--- config.mk ---
export PLATFORM = sky130hd
export DESIGN_NAME = fetch_unit
export DESIGN_NICKNAME = d
export VERILOG_FILES = /design/src/rtl/fetch_unit_pkg.sv /design/src/rtl/fetch_unit_fifo.sv /design/src/rtl/fetch_unit.sv
export SDC_FILE = /design/constraint.sdc
export NUM_CORES = 1
export LEC_CHECK = 0
export CORE_ASPECT_RATIO = 0.5
export CORE_MARGIN = 5
export CORE_UTILIZATION = 47
export DETAILED_ROUTE_END_ITERATION = 10
export MAX_ROUTING_LAYER = met4
export PLACE_DENSITY_LB_ADDON = 0.25
export SLEW_MARGIN = 0
export SYNTH_ARGS = -nofsm -noshare
export SYNTH_HDL_FRONTEND = slang
export SYNTH_SLANG_ARGS = --single-unit
--- constraint.sdc ---
create_clock -name clk -period 2.95 [get_ports clk]
set_input_delay 0.59 -clock clk [delete_from_list [all_inputs] [get_ports clk]]
set_output_delay 0.59 -clock clk [all_outputs]
set_load 0.005 [all_outputs]
--- src/rtl/fetch_unit_pkg.sv ---
// Shared fetch-side definitions: machine width, reset vector, PC step and the
// {pc, instr} record that flows through the fetch FIFO.
package fetch_unit_pkg;
    localparam int          XLEN         = 32;
    localparam logic [31:0] INSTR_NOP    = 32'h0000_0013;
    localparam logic [31:0] RESET_VECTOR = 32'h0000_0000;
    localparam logic [31:0] PC_STEP      = 32'd4;

    typedef struct packed {
        logic [XLEN-1:0] pc;
        logic [XLEN-1:0] instr;
    } fetch_entry_t;
endpackage

--- src/rtl/fetch_unit_fifo.sv ---
// Small synchronous FIFO for fetched {pc, instr} records. Clear wins over push/pop;
// head data comes straight from registered storage.
module fetch_unit_fifo #(
    parameter int DEPTH = 2,
    parameter int WIDTH = 64,
    localparam int CW   = $clog2(DEPTH + 1),
    localparam int PW   = (DEPTH > 1) ? $clog2(DEPTH) : 1
) (
    input  logic             clk,
    input  logic             rst_n,
    input  logic             i_push,
    input  logic             i_pop,
    input  logic             i_clear,
    input  logic [WIDTH-1:0] i_wdata,
    output logic [WIDTH-1:0] o_rdata,
    output logic [CW-1:0]    o_count,
    output logic             o_full,
    output logic             o_empty
);
    logic [DEPTH-1:0][WIDTH-1:0] r_mem;
    logic [PW-1:0]               r_wptr;
    logic [PW-1:0]               r_rptr;
    logic [CW-1:0]               r_count;

    // Pointers wrap at DEPTH, so non-power-of-two depths work too.
    function automatic logic [PW-1:0] nxt(input logic [PW-1:0] p);
        return (p == PW'(DEPTH - 1)) ? '0 : p + 1'b1;
    endfunction

    always_ff @(posedge clk or negedge rst_n) begin
        if (!rst_n) begin
            r_mem   <= '0;
            r_wptr  <= '0;
            r_rptr  <= '0;
            r_count <= '0;
        end else if (i_clear) begin
            r_wptr  <= '0;
            r_rptr  <= '0;
            r_count <= '0;
        end else begin
            if (i_push) begin
                r_mem[r_wptr] <= i_wdata;
                r_wptr        <= nxt(r_wptr);
            end
            if (i_pop)
                r_rptr <= nxt(r_rptr);
            r_count <= r_count + CW'(i_push) - CW'(i_pop);
        end
    end

    assign o_rdata = r_mem[r_rptr];
    assign o_count = r_count;
    assign o_full  = (r_count == CW'(DEPTH));
    assign o_empty = (r_count == '0);
endmodule

--- src/rtl/fetch_unit.sv ---
// Instruction-fetch stage: PC, credit-based issue to a 1-cycle synchronous imem,
// redirect flush, and a FIFO that keeps decode back-pressure off the address path.
module fetch_unit
    import fetch_unit_pkg::*;
#(
    parameter logic [31:0] RESET_PC   = RESET_VECTOR,
    parameter int          FIFO_DEPTH = 2
) (
    input  logic            clk,
    input  logic            rst_n,
    input  logic            i_fetch_en,
    input  logic            i_redirect_valid,
    input  logic [XLEN-1:0] i_redirect_pc,
    output logic [XLEN-1:0] o_imem_addr,
    input  logic [XLEN-1:0] i_imem_rdata,
    output logic            o_if_valid,
    input  logic            i_if_ready,
    output logic [XLEN-1:0] o_if_pc,
    output logic [XLEN-1:0] o_if_instr
);
    localparam int CW = $clog2(FIFO_DEPTH + 1);

    logic [XLEN-1:0] r_fetch_pc;
    logic [XLEN-1:0] r_inflight_pc;
    logic            r_inflight;

    logic [CW-1:0]   w_count;
    logic [CW:0]     w_occ;
    logic            w_full;
    logic            w_empty;
    logic            w_deq;
    logic            w_pop;
    logic            w_issue;
    logic [XLEN-1:0] w_redirect_tgt;
    fetch_entry_t    w_push_ent;
    fetch_entry_t    w_head;

    assign w_redirect_tgt = i_redirect_pc & ~32'h3;
    assign w_deq          = o_if_valid & i_if_ready;
    assign w_pop          = w_deq & ~i_redirect_valid;

    // Credit check counts the in-flight word, so a response always has a slot.
    assign w_occ   = {1'b0, w_count} + (CW + 1)'(r_inflight) - (CW + 1)'(w_deq);
    assign w_issue = i_fetch_en & ~i_redirect_valid & (w_occ < (CW + 1)'(FIFO_DEPTH));

    always_ff @(posedge clk or negedge rst_n) begin
        if (!rst_n) begin
            r_fetch_pc    <= RESET_PC;
            r_inflight    <= 1'b0;
            r_inflight_pc <= '0;
        end else if (i_redirect_valid) begin
            r_fetch_pc <= w_redirect_tgt;
            r_inflight <= 1'b0;
        end else if (w_issue) begin
            r_inflight    <= 1'b1;
            r_inflight_pc <= r_fetch_pc;
            r_fetch_pc    <= r_fetch_pc + PC_STEP;
        end else begin
            r_inflight <= 1'b0;
        end
    end

    assign w_push_ent.pc    = r_inflight_pc;
    assign w_push_ent.instr = i_imem_rdata;

    fetch_unit_fifo #(
        .DEPTH (FIFO_DEPTH),
        .WIDTH ($bits(fetch_entry_t))
    ) u_fifo (
        .clk     (clk),
        .rst_n   (rst_n),
        .i_push  (r_inflight),
        .i_pop   (w_pop),
        .i_clear (i_redirect_valid),
        .i_wdata (w_push_ent),
        .o_rdata (w_head),
        .o_count (w_count),
        .o_full  (w_full),
        .o_empty (w_empty)
    );

    assign o_imem_addr = r_fetch_pc;
    assign o_if_valid  = ~w_empty;
    assign o_if_pc     = w_head.pc;
    assign o_if_instr  = w_head.instr;

    a_no_overflow: assert property (@(posedge clk) disable iff (!rst_n)
        !(r_inflight && w_full && !w_pop && !i_redirect_valid));
endmodule
# Yosys cells after proc, flatten, opt, wreduce, memory -nomap -nowiden
# Cells that the tools add are included.
# classes
n_addsub	7
n_mul	0
div	0
magnitude_cmp	4
eq_ne	0
shift	0
mux	16
bitwise	6
n_reduce_logical	7
# ops
operator	count
$mux W64	3
$bwmux W128	1
$demux W64 S1	1
$mux W32	2
$add A32 B3 Y32 const B	1
$mux W1	8
$reduce_bool A2 Y1	3
$and A1 B1 Y1	4
$lt A1 B2 Y1 const B	2
$reduce_and A2 Y1	2
$add A2 B1 Y3	1
$lt A3 B2 Y1 const B	1
$sub A3 B1 Y3	1
$add A1 B1 Y1 const B	2
$add A2 B1 Y2	1
$logic_not A2 Y1	1
$mux W2	1
$not A1 Y1	2
$sub A2 B1 Y2	1
$ge A1 B1 Y1 const B	1
$logic_and A1 B1 Y1	1
# word_totals
register_bits	197
latchBits	0
ramBits	0
mem_bits_ro	0
inputBits	69
out_inout_bits	97
elab_cells	48
mem_count	0

# Longest topological paths before layout
# depth
word_depth	8
mapped_depth	15
mapped_depth_nobuf	12

# By module
# A second synthesis with hierarchy kept.
# hier_totals
hier_cells	704
area_unflattened_um2	9105.0
# modules_own_cells
module	instances	cells_per_inst	area_each_um2	seq_area_each_um2
fetch_unit_fifo	1	360	6058.3	3303.2
fetch_unit	1	344	3046.7	1526.5

# Least setup slack after synthesis
# No wires, ideal clock.
# synth_path
kind	register to register
from	reg u_fifo.r_count[1], in the netlist u_fifo.o_count[1]
to	reg r_fetch_pc[27], in the netlist o_imem_addr[27]
setup_ns	0.133
arrival_ns	2.896
required_ns	2.817
slack_ns	-0.079
stages_incl_launch_ff	16
n_path_buf	3
period_less_slack_ns	3.029
path_cell_list	dfrtp_1 or2_2 nand2_1 inv_1 ha_1 nand2b_1 fa_1 xor2_1 or3_1 buf_6 inv_6 buf_8 buf_4 nand4_1 nand3b_1 o211ai_1
# synth_via
elab_chain_cells	7
elab_cells_between_ends	8
classes_between	add/sub: 2; order compare: 1; bitwise: 3; reduce/logical: 2
# synth_lines
element	line_no	source
from (decl)	fetch_unit_fifo.sv:23	logic [CW-1:0] r_count;
from (signal assigned)	fetch_unit_fifo.sv:47	r_count <= r_count + CW'(i_push) - CW'(i_pop);
$logic_not A2 Y1	fetch_unit_fifo.sv:54	assign o_empty = (r_count == '0);
$not A1 Y1	fetch_unit.sv:83	assign o_if_valid = ~w_empty;
named net o_if_valid	fetch_unit.sv:16	output logic o_if_valid,
$and A1 B1 Y1	fetch_unit.sv:39	assign w_deq = o_if_valid & i_if_ready;
$sub A3 B1 Y3	fetch_unit.sv:43	assign w_occ = {1'b0, w_count} + (CW + 1)'(r_inflight) - (CW + 1)'(w_deq);
$lt A3 B2 Y1	fetch_unit.sv:44	assign w_issue = i_fetch_en & ~i_redirect_valid & (w_occ < (CW + 1)'(FIFO_DEPTH));
$and A1 B1 Y1	fetch_unit.sv:44	
$reduce_bool A2 Y1 (no source line)	n/a	
to (signal assigned)	fetch_unit.sv:52	r_fetch_pc <= w_redirect_tgt;
to (signal assigned)	fetch_unit.sv:57	r_fetch_pc <= r_fetch_pc + PC_STEP;
to (decl)	fetch_unit.sv:23	logic [XLEN-1:0] r_fetch_pc;
# The timed path passes the listed nets, and every way through them passes these cells.
# A chain may end at the register's enable or synchronous reset.

# Worst setup path after layout
# layout_path
from	in i_if_ready
to	reg r_fetch_pc[29], in the netlist o_imem_addr[29]
# layout_via
elab_chain_cells	5
# layout_lines
element	line_no	source
from (decl)	fetch_unit.sv:17	input logic i_if_ready,
$and A1 B1 Y1	fetch_unit.sv:39	
$sub A3 B1 Y3	fetch_unit.sv:43	
$lt A3 B2 Y1	fetch_unit.sv:44	
$and A1 B1 Y1	fetch_unit.sv:44	
$reduce_bool A2 Y1 (no source line)	n/a	
# Every way passes these cells.

==> impl_metrics.ini <==
[timing]
setup_viol = 0
fin_skew_ns = 0.00980
worst_slew_pin_slew_ns = 0.607
clock.fmax_ghz = 0.346
min_period_ns = 2.89
tns_ns = 0
timing.final.max_slew_violations = 0
slew_headroom_pct = 59.2
rsz0062_at_grt = true
fin_crit_sh_pct = 97.9
final_hold_viol_count = 0

[clock_network]
clk_pin_slew_ns = 0.07
cts_tree = yes
cts_root_buf = clkbuf_16
cts.path.max_buffers = 2
cts.sinks = 189
postCtsHoldBufs = 0
insertion_delay_ns = 0.42
htreeDepth = 4
cts_made_buffers = 17
postCtsSetupRepairBufs = 0

[cells_and_area]
drive_gt1_share_pct = 30.3
final_util_pct = 61.9
fin_area_um2 = 11300
syn2layout_area_growth_pct = 30.6
antenna_cells = 0
layout_common_cells = 188 x dfrtp_1, 186 x mux2_2, 158 x clkdlybuf4s50_1, 110 x nand2_1, 22 x buf_4
final_nets = 945
final_common_cell = dfrtp_1
num-fill-cells = 1423

[placement]
dp_hpwl_um = 13600
port_buffers = 159
placed_cell_area_um2 = 10600
gp_congestion = 0.871

[drt]
totalWireLength_um = 20300
first_iter_violations = 338
drcViolationCount = 0
wl_per_cell_um = 18.1
antenna_left = 0
vias = 6116
vias_per_cell = 5.44
firstDrtPassIters = 5

[floorplan]
pin_count = 166
core.rowCount = 35
dieHeight_um = 106
start_util_pct = 47.4
fp.dieArea_um2 = 21400
die_w_um = 202
coreArea_um2 = 18200

[synth]
synthCells = 705
ys_types = 46
ys_warn_count = 0
yosysSeqAreaShare_pct = 54.8
synth_flop_cell = dfrtp_1
synth.avg_cell_area_um2 = 12.3
synth_edf_count = 0
ys_ff_latch = 189
syn-cell-area_um2 = 8640
synthArstFlopShare_pct = 100

[global_route]
grt_usage_pct = 20.0
grt_pass1_wl_um = 33400
grt_max_degree = 60
antenna_found_initial = 0
grt_pass1_vias = 6409
grt_remaining_overflow = 0

[critical_path]
cp-start-kind = input pin
cp.required_ns = 3.25
crit_path_end_kind = flop
path_class = in2reg
cp_max_fo = 8
worst_ep_arrival_time_ns = 3.18

[power_and_ir_drop]
leakage_nw = 5.06
power_density_nw_per_um2 = 963
peakVddDrop_mv = 0.478

[flow_run]
maxCapViolCount = 0

[worst_hold_path]
worstHoldPathType = in2async

[run_status]
status = completed
[stage by stage]
stage	total power, mW	std cells	setup WS (ns)	hold slack [ns]
after floorplan	6.44	708	0.00722	0.294
after global placement	8.45	1090	-0.444	0.477
after detailed placement	8.58	1090	-0.485	0.484
after CTS	10.9	1122	0.0300	0.160
after global routing	11.6	1124	-0.0252	0.181
final	10.9	1124	0.0631	0.153
[area by class of cell]
cell class / instances / area (um2) / area share (%)
repair buffers: 192 / 1920 / 17.0
inverters: 7 / 36.3 / 0.322
multi-input cells: 463 / 3710 / 32.9
clock buffers: 21 / 450 / 3.99
repair inverters: 1 / 6.26 / 0.0554
clock inverters: 11 / 133 / 1.18
flip-flops and latches: 189 / 4730 / 41.9
well taps: 240 / 300 / 2.66
[flip-flops by register name (all words and copies together) (netlist names)]
signal and cells:
o_imem_addr 30, r_inflight 1, r_inflight_pc 30, u_fifo.o_count 2, u_fifo.r_mem 124, u_fifo.r_rptr 1, u_fifo.r_wptr 1
[power breakdown]
group	total (mW)	internal (mW)	switching [mW]	leakage (nW)
clock	2.27	1.28	0.985	0.279
combinational	4.30	2.69	1.61	2.39
sequential	4.30	3.59	0.708	2.39
total	10.9	7.57	3.30	5.06
[what timing repair did]
item | CTS | global route
cloned | 0 | 2
pin swaps | 0 | 11
gates resized for setup | 2 | 24
endpoints found under the setup margin | 28 | 31
[kinds of logic after synthesis]
family | synth area share [%]
fa+ha+maj | 0.811
xor+xnor | 0.710
simple gates | 10.8
flops | 54.8
buf+inv | 3.23
compound gates | 4.55
other cells | 0.0434
mux | 25.1
[synthesized netlist by cell type, types with 10 or more instances]
| library cell | count | area, um2 |
|---|---|---|
| buf_2 | 18 | 90.1 |
| o21ai_0 | 22 | 110 |
| a221o_1 | 10 | 100 |
| dfrtp_1 | 189 | 4730 |
| nand3_1 | 15 | 75.1 |
| clkbuf_1 | 17 | 63.8 |
| nor2_1 | 17 | 63.8 |
| nand2_1 | 111 | 417 |
| mux2_2 | 186 | 2090 |
| nand4_1 | 13 | 81.3 |
[per-layer routing]
metal	global-route usage [%]	routed length, um	vias to the layer above
met3	4.06	932	27
met2	32.1	9870	170
met1	26.1	9220	3111
li1	-	-	2808
met5	-	0	-
met4	5.70	299	0
[critical path, cell delays in order]
cell and delay, ns:
clkdlybuf4s50_1 0.50, nand2_4 0.07, inv_4 0.05, ha_4 0.19, nand2b_4 0.14, fa_1 0.53, nand2_1 0.05, or3_4 0.45
inv_8 0.11, nor2_4 0.05, buf_6 0.15, a221o_1 0.31
[final timing paths]
check / startpoint / end / slack [ns] / cells past startpoint
max in group asynchronous: rst_n / u_fifo.r_mem[102] / 2.06 / 2
min in group clk: u_fifo.r_mem[79] / u_fifo.r_mem[79] / 0.50 / 1
worst min register to register: u_fifo.r_mem[79] / u_fifo.r_mem[79] / 0.50 / 1
worst max-delay path: i_if_ready / o_imem_addr[29] / 0.06 / 12
worst max register to register: u_fifo.o_count[0] / o_imem_addr[29] / 0.08 / 12
worst min-delay path: rst_n / u_fifo.r_mem[54] / 0.15 / 1
No activity file was read; power rests on OpenSTA's default activity.
